--- config.mk ---
export PLATFORM = sky130hd
export DESIGN_NAME = ycrcb2rgb
export DESIGN_NICKNAME = d
export VERILOG_FILES = /design/src/rtl/ycrcb2rgb.sv
export SDC_FILE = /design/constraint.sdc
export NUM_CORES = 1
export LEC_CHECK = 0
export BUFFER_PORTS_ARGS = -buffer_cell sky130_fd_sc_hd__buf_4
export CAP_MARGIN = 40
export CORE_UTILIZATION = 64
export CTS_CLUSTER_DIAMETER = 30
export CTS_CLUSTER_SIZE = 24
export DETAILED_ROUTE_END_ITERATION = 10
export HOLD_SLACK_MARGIN = 0.05
export PLACE_DENSITY = 0.88
export SYNTH_ARGS = -nofsm -noshare
export SYNTH_HDL_FRONTEND = slang
export SYNTH_SLANG_ARGS = --single-unit
--- constraint.sdc ---
create_clock -name clk -period 8.5 [get_ports clk]
set_input_delay 0.425 -clock clk [delete_from_list [all_inputs] [get_ports clk]]
set_output_delay 0.425 -clock clk [all_outputs]
set_load 0.05 [all_outputs]
--- src/rtl/ycrcb2rgb.sv ---
// BT.601 full-range YCbCr -> RGB, 3-stage valid/ready pipeline, Q14 coefficients.
// Optional clamp counter on sat_count is built when YCRCB2RGB_SAT_COUNT_EN is defined.
module ycrcb2rgb (
  input  logic        clk,
  input  logic        rst,
  input  logic        in_valid,
  output logic        in_ready,
  input  logic [23:0] in_data,
  output logic        out_valid,
  input  logic        out_ready,
  output logic [23:0] out_data,
  output logic [15:0] sat_count
);

  localparam logic signed [24:0] KR  = 25'sd22970;
  localparam logic signed [24:0] KGB = 25'sd5638;
  localparam logic signed [24:0] KGR = 25'sd11700;
  localparam logic signed [24:0] KB  = 25'sd29032;

  logic               v1_q, v1_d, v2_q, v2_d, v3_q, v3_d;
  logic               rdy1, rdy2, rdy3;
  logic [7:0]         y1_q, y1_d;
  logic signed [8:0]  cb1_q, cb1_d, cr1_q, cr1_d;
  logic signed [24:0] r2_q, r2_d, g2_q, g2_d, b2_q, b2_d;
  logic [23:0]        rgb3_q, rgb3_d;
  logic signed [24:0] y_sc, cb_x, cr_x;

  function automatic logic signed [24:0] round_q14(input logic signed [24:0] s);
    round_q14 = (s + 25'sd8192) >>> 14;
  endfunction

  function automatic logic [7:0] round_clamp(input logic signed [24:0] s);
    logic signed [24:0] q;
    q = round_q14(s);
    if (q < 0)
      round_clamp = 8'd0;
    else if (q > 25'sd255)
      round_clamp = 8'd255;
    else
      round_clamp = q[7:0];
  endfunction

  // A stage may load whenever it is empty or its successor is moving.
  always_comb begin
    rdy3 = !v3_q || out_ready;
    rdy2 = !v2_q || rdy3;
    rdy1 = !v1_q || rdy2;
  end

  assign in_ready  = rdy1;
  assign out_valid = v3_q;
  assign out_data  = rgb3_q;

  always_comb begin
    v1_d   = v1_q;
    y1_d   = y1_q;
    cb1_d  = cb1_q;
    cr1_d  = cr1_q;
    v2_d   = v2_q;
    r2_d   = r2_q;
    g2_d   = g2_q;
    b2_d   = b2_q;
    v3_d   = v3_q;
    rgb3_d = rgb3_q;
    y_sc   = $signed({3'b000, y1_q, 14'd0});
    cb_x   = {{16{cb1_q[8]}}, cb1_q};
    cr_x   = {{16{cr1_q[8]}}, cr1_q};

    if (rdy1) begin
      v1_d = in_valid;
      if (in_valid) begin
        y1_d  = in_data[7:0];
        cb1_d = $signed({1'b0, in_data[15:8]}) - 9'sd128;
        cr1_d = $signed({1'b0, in_data[23:16]}) - 9'sd128;
      end
    end

    if (rdy2) begin
      v2_d = v1_q;
      if (v1_q) begin
        r2_d = y_sc + KR * cr_x;
        g2_d = y_sc - KGB * cb_x - KGR * cr_x;
        b2_d = y_sc + KB * cb_x;
      end
    end

    if (rdy3) begin
      v3_d = v2_q;
      if (v2_q)
        rgb3_d = {round_clamp(b2_q), round_clamp(g2_q), round_clamp(r2_q)};
    end
  end

  always_ff @(posedge clk or posedge rst) begin
    if (rst) begin
      v1_q   <= 1'b0;
      v2_q   <= 1'b0;
      v3_q   <= 1'b0;
      y1_q   <= '0;
      cb1_q  <= '0;
      cr1_q  <= '0;
      r2_q   <= '0;
      g2_q   <= '0;
      b2_q   <= '0;
      rgb3_q <= '0;
    end else begin
      v1_q   <= v1_d;
      v2_q   <= v2_d;
      v3_q   <= v3_d;
      y1_q   <= y1_d;
      cb1_q  <= cb1_d;
      cr1_q  <= cr1_d;
      r2_q   <= r2_d;
      g2_q   <= g2_d;
      b2_q   <= b2_d;
      rgb3_q <= rgb3_d;
    end
  end

`ifdef YCRCB2RGB_SAT_COUNT_EN
  logic [1:0]  sat3_q, sat3_d;
  logic [15:0] sat_cnt_q, sat_cnt_d;
  logic [16:0] sat_sum;

  function automatic logic clamped(input logic signed [24:0] s);
    logic signed [24:0] q;
    q = round_q14(s);
    clamped = (q < 0) || (q > 25'sd255);
  endfunction

  // The clamp count travels with its beat so it is charged only when the beat leaves.
  always_comb begin
    sat3_d    = sat3_q;
    sat_cnt_d = sat_cnt_q;
    sat_sum   = {1'b0, sat_cnt_q} + {15'd0, sat3_q};
    if (rdy3 && v2_q)
      sat3_d = {1'b0, clamped(r2_q)} + {1'b0, clamped(g2_q)} + {1'b0, clamped(b2_q)};
    if (v3_q && out_ready)
      sat_cnt_d = sat_sum[16] ? 16'hFFFF : sat_sum[15:0];
  end

  always_ff @(posedge clk or posedge rst) begin
    if (rst) begin
      sat3_q    <= '0;
      sat_cnt_q <= '0;
    end else begin
      sat3_q    <= sat3_d;
      sat_cnt_q <= sat_cnt_d;
    end
  end

  assign sat_count = sat_cnt_q;
`else
  assign sat_count = 16'h0000;
`endif

endmodule

# Word-level counts from Yosys, hierarchy flattened
# Cells that the tools add are included.
# W data, S select, Z words.
[totals]
in_bits = 28
mem_bits_ro = 0
latchBits = 0
n_memories = 0
ramBits = 0
elab_cells = 44
output_inout_bits = 42
register_bits = 128
[op_classes]
n_mul = 4
n_reduce_logical = 9
magnitude_cmp = 6
add_sub_neg = 9
shift = 0
mux = 6
n_eq_ne = 0
div_mod_pow = 0
bitwise = 0
[ops]
columns = ["op", "count"]
rows = [
  ["$add A25 B15 Y25 const B", 3],
  ["$mul A13 B9 Y22 const A", 3],
  ["$add A23 B25 Y25", 2],
  ["$mux W8", 6],
  ["$gt A11 B9 Y1 const B", 3],
  ["$lt A11 B1 Y1 const B", 3],
  ["$sub A24 B24 Y25", 1],
  ["$mul A15 B9 Y24 const A", 1],
  ["$sub A23 B23 Y24", 1],
  ["$sub A8 B8 Y9 const B", 2],
  ["$reduce_and A2 Y1", 3],
  ["$logic_not A1 Y1", 3],
  ["$logic_or A1 B1 Y1", 3],
]

# Longest topological paths before layout
[logic_depth]
word_depth = 5
ltp_mapped = 28
mapped_depth_nobuf = 28

# Worst setup path before layout
# No wires, ideal clock.
[synth_timing]
path_type = "flip-flop to flip-flop"
start = "register cr1_q[1]"
end = "register g2_q[24]"
setup_time_ps = 82
t_arrival_ps = 6223
required_ps = 8418
path_buffers = 0
synth_period_minus_slack_ps = 6304
setup_slack_ps = 2196
path_stages_with_launch = 25
cell_sequence = "dfrtp_1 -> ha_1 -> inv_1 -> fa_1 -> inv_1 -> ha_1 -> a21oi_1 -> fa_1 -> inv_1 -> fa_1 -> ha_1 -> a21oi_1 -> o21ai_0 -> a21oi_1 -> o21ai_0 -> a211o_1 -> a21oi_1 -> xor2_1 -> fa_1 -> ha_1 -> or3_1 -> o21ai_0 -> nor3_1 -> or4_1 -> a31oi_1"
[synth_between]
elab_chain_len = 2
[synth_lines]
columns = ["element", "line", "rtl"]
rows = [
  ["from (decl)", "23", "logic signed [8:0] cb1_q, cb1_d, cr1_q, cr1_d;"],
  ["from (signal assigned)", "112", "cr1_q <= cr1_d;"],
  ["$mul A13 B9 Y22", "82", "g2_d = y_sc - KGB * cb_x - KGR * cr_x;"],
  ["$sub A24 B24 Y25", "82", ""],
  ["to (signal assigned)", "114", "g2_q <= g2_d;"],
  ["to (decl)", "24", "logic signed [24:0] r2_q, r2_d, g2_q, g2_d, b2_q, b2_d;"],
]
# No other way between the ends.
# A chain may end at the register's enable or synchronous reset.

# Final worst setup path
[layout_timing]
start = "register cr1_q[4]"
end = "register g2_q[24]"
# Same word-level chain as after synthesis.

==> key figures <==
Outcome
  • Status: finished clean

Timing
  • Final min period: between 6 and 7 ns
  • RSZ-0062 raised after global routing: false
  • Tightest Pin Transition: approximately 0.68 ns
  • Slew headroom: ~55%
  • Pins over their slew limit: 0
  • Hold Fails Final Rpt: 0
  • Setup_tns: 0 ns
  • Clock skew: around 0.01 ns
  • Final setup viols: 0
  • Max Fclk: 144 MHz
  • Fin crit share: between 80% and 90%

Worst hold path
  • Min-delay worst type: primary input to async pin

Placed design
  • DP Cell Count: 1,593
  • Placed Instance Area: 13,100 µm²
  • RD Place Congestion: 0.924
  • HPWL Detailed: around 22 mm
  • # port buffers: 53

Synthesis
  • Yosys top cell area share: ~29%
  • Biggest area consumer among synthesized cells: ha_1
  • Main area contributors after synthesis: ha_1, dfrtp_1, fa_1, inv_1, o21ai_0
  • Post-synth EDFFs: 0
  • Cell Area, Synth: between 10,000 and 15,000 µm²
  • Seq/Total Area, Yosys: 17.6%
  • Yosys reg bits: just under 90
  • Synth cell types: 60
  • Ys flop type: dfrtp_1
  • Ys async rst share: between 90% and 100%
  • Simple-Gate Fraction of Synth Area: between 8 and 9%
  • Adder-cell share of the synthesized area: 44.4%
  • Mux cell area share after synthesis: roughly 2.2%
  • Largest family of logic cells by synthesized area: adder cells
  • Post-Synth XOR/XNOR Area: under 10%
  • Avg Inst Size Synth: 9.61 µm²
  • Syn. warnings: 0
  • Compound-gate portion of the synthesized area: about an eighth
  • Mapped Cells: ~1,300

Route
  • Starting DRT DRC Count: 430
  • Vias: 9,058
  • Wire per inst: about 16 µm
  • Antenna viol nets, final: 0
  • DR vias/cell: approximately 5.6
  • Routed wire length: between 20 and 30 mm
  • Residual DRC count: 0
  • DRT Pass-1 Iters: 5

Global route
  • Vias in the first global route: a little over 9,000
  • First-pass GRT wire length: between 40 and 50 mm
  • Gr usage total: between 20% and 30%
  • Largest net degree at the start of global routing: 64
  • GRT overflow: 0
  • Initial antenna violation count: 0

Floorplan
  • Ports: 70
  • Die ar.: ~20,000 µm²
  • Initial core utilization: around 66%
  • Core Region: approximately 19,000 µm²
  • Die width: approximately 140 µm
  • Die height: ~140 µm
  • # rows: 50

Cells and area
  • Filler Cell Count: between 1,000 and 1,500
  • Post-route cell area: about 13,000 µm²
  • Final Non-Filler Cells: between 1,500 and 2,000
  • # diodes: 0
  • Most frequent cells in the layout: ha_1, inv_1, nand2_1, fa_1, o21ai_0
  • Commonest non-fill, non-tap cell in the layout: ha_1
  • Share of cells above drive strength 1: 8.82%
  • Layout Nets: 1,754
  • Layout area overhead: 7.97%
  • Core Util, Final: a little under three quarters

Clock tree
  • CTS tree: done
  • CTS Buffer Depth: 2
  • Clk_lat worst skew: about 0.36 ns
  • Setup bufs post-CTS: 0
  • Post_cts resized: 0
  • CTS Hold Bufs: 0
  • Total number of H-tree levels: 3
  • Clk sink count: just under 90
  • Num CTS Buffers: 9
  • CTS Root Buffer Type: clkbuf_16
  • Clock slew at reported path FFs: ~0.07 ns

Critical path
  • Endpoint class of the critical path: flip-flop
  • CP Class: flip-flop to flip-flop
  • Worst path arrival time: about 7.2 ns
  • Crit-path max FO: 8
  • Worst EP required: 8.77 ns
  • Slowest stage delay, CP: about 0.62 ns
  • Startpoint Class: flip-flop
  • Cell at the slowest stage of the critical path: dfrtp_1

Run
  • MaxCap Viol Count: 0
## routing by layer
| layer | vias up | global-route usage, % | share of wire (%) |
|---|---|---|---|
| li1 | 4471 | - | - |
| met1 | 4289 | 34.9 | 44 |
| met3 | 59 | 4.42 | 4.1 |
| met5 | - | 0 | 0 |
| met4 | 0 | 11.3 | 3.5 |
| met2 | 239 | 47.9 | 48 |
## registers in the layout (all words and copies together) (netlist names)
signal and cells:
b2_q 12, cb1_q 8, cr1_q 8, out_data 24, g2_q 12, v2_q 1, v1_q 1, y1_q 8
out_valid 1, r2_q 12
## worst paths after layout
check	startpoint	to	slack (ns)	depth (start not counted)
worst max-delay path	cr1_q[4]	g2_q[24]	1.54	25
worst min-delay path	rst	out_data[10]	0.20	3
worst max register to register	cr1_q[4]	g2_q[24]	1.54	25
worst min register to register	out_data[7]	out_data[7]	0.48	2
max in group asynchronous	rst	y1_q[6]	7.69	4
min in group clk	in_data[15]	cb1_q[7]	0.25	2
## layout make-up
| class | instances | area, µm² | area share [%] |
|---|---|---|---|
| Sequential cell | 87 | 2180 | 16.3 |
| Tap cell | 260 | 325 | 2.43 |
| Clock inverter | 6 | 67.6 | 0.505 |
| Clock buffer | 10 | 239 | 1.79 |
| Inverter | 192 | 722 | 5.40 |
| Timing Repair Buffer | 60 | 470 | 3.52 |
| Multi-Input combinational cell | 994 | 9370 | 70.1 |
## per-stage QoR
step | hold slack (ns) | setup WS (ns)
finish | 0.199 | 1.54
floorplan | 0.464 | 2.20
global placement | 0.463 | 1.89
detailed placement | 0.471 | 1.66
global route | 0.245 | 1.09
CTS | 0.222 | 1.61
## cells in the mapped netlist (all sizes together) (20+ instances only)
cell and n:
o21ai 95, nand3 20, xnor2 48, mux2 22, nor2 28, xor2 53
a21oi 49, nand2 96, ha 286, fa 96, inv 191, dfrtp 87
## cell families (layout without fill, tap and decap cells)
group | after synthesis | after routing
other | 1 | 16
muxes | 25 | 25
AOI/OAI and AO/OA | 239 | 239
buffers and inverters | 222 | 268
adders and majority gates | 382 | 382
DFF | 87 | 87
and+or+nand+nor | 231 | 231
xor gates and xnor gates | 101 | 101
## critical path, delay by kind of cell (launching register included)
family | cells | cell delay, ns
AO/OA/AOI/OAI | 9 | 1.70
XOR/XNOR | 1 | 0.20
adder cells (fa/ha/maj) | 8 | 2.99
buffers and inverters | 3 | 0.25
flip-flops | 1 | 0.62
AND/OR/NAND/NOR | 4 | 1.10
Power is left out: the tool's default activity adds up to more than one toggle a clock period on the data nets, which glitch-free logic cannot reach.
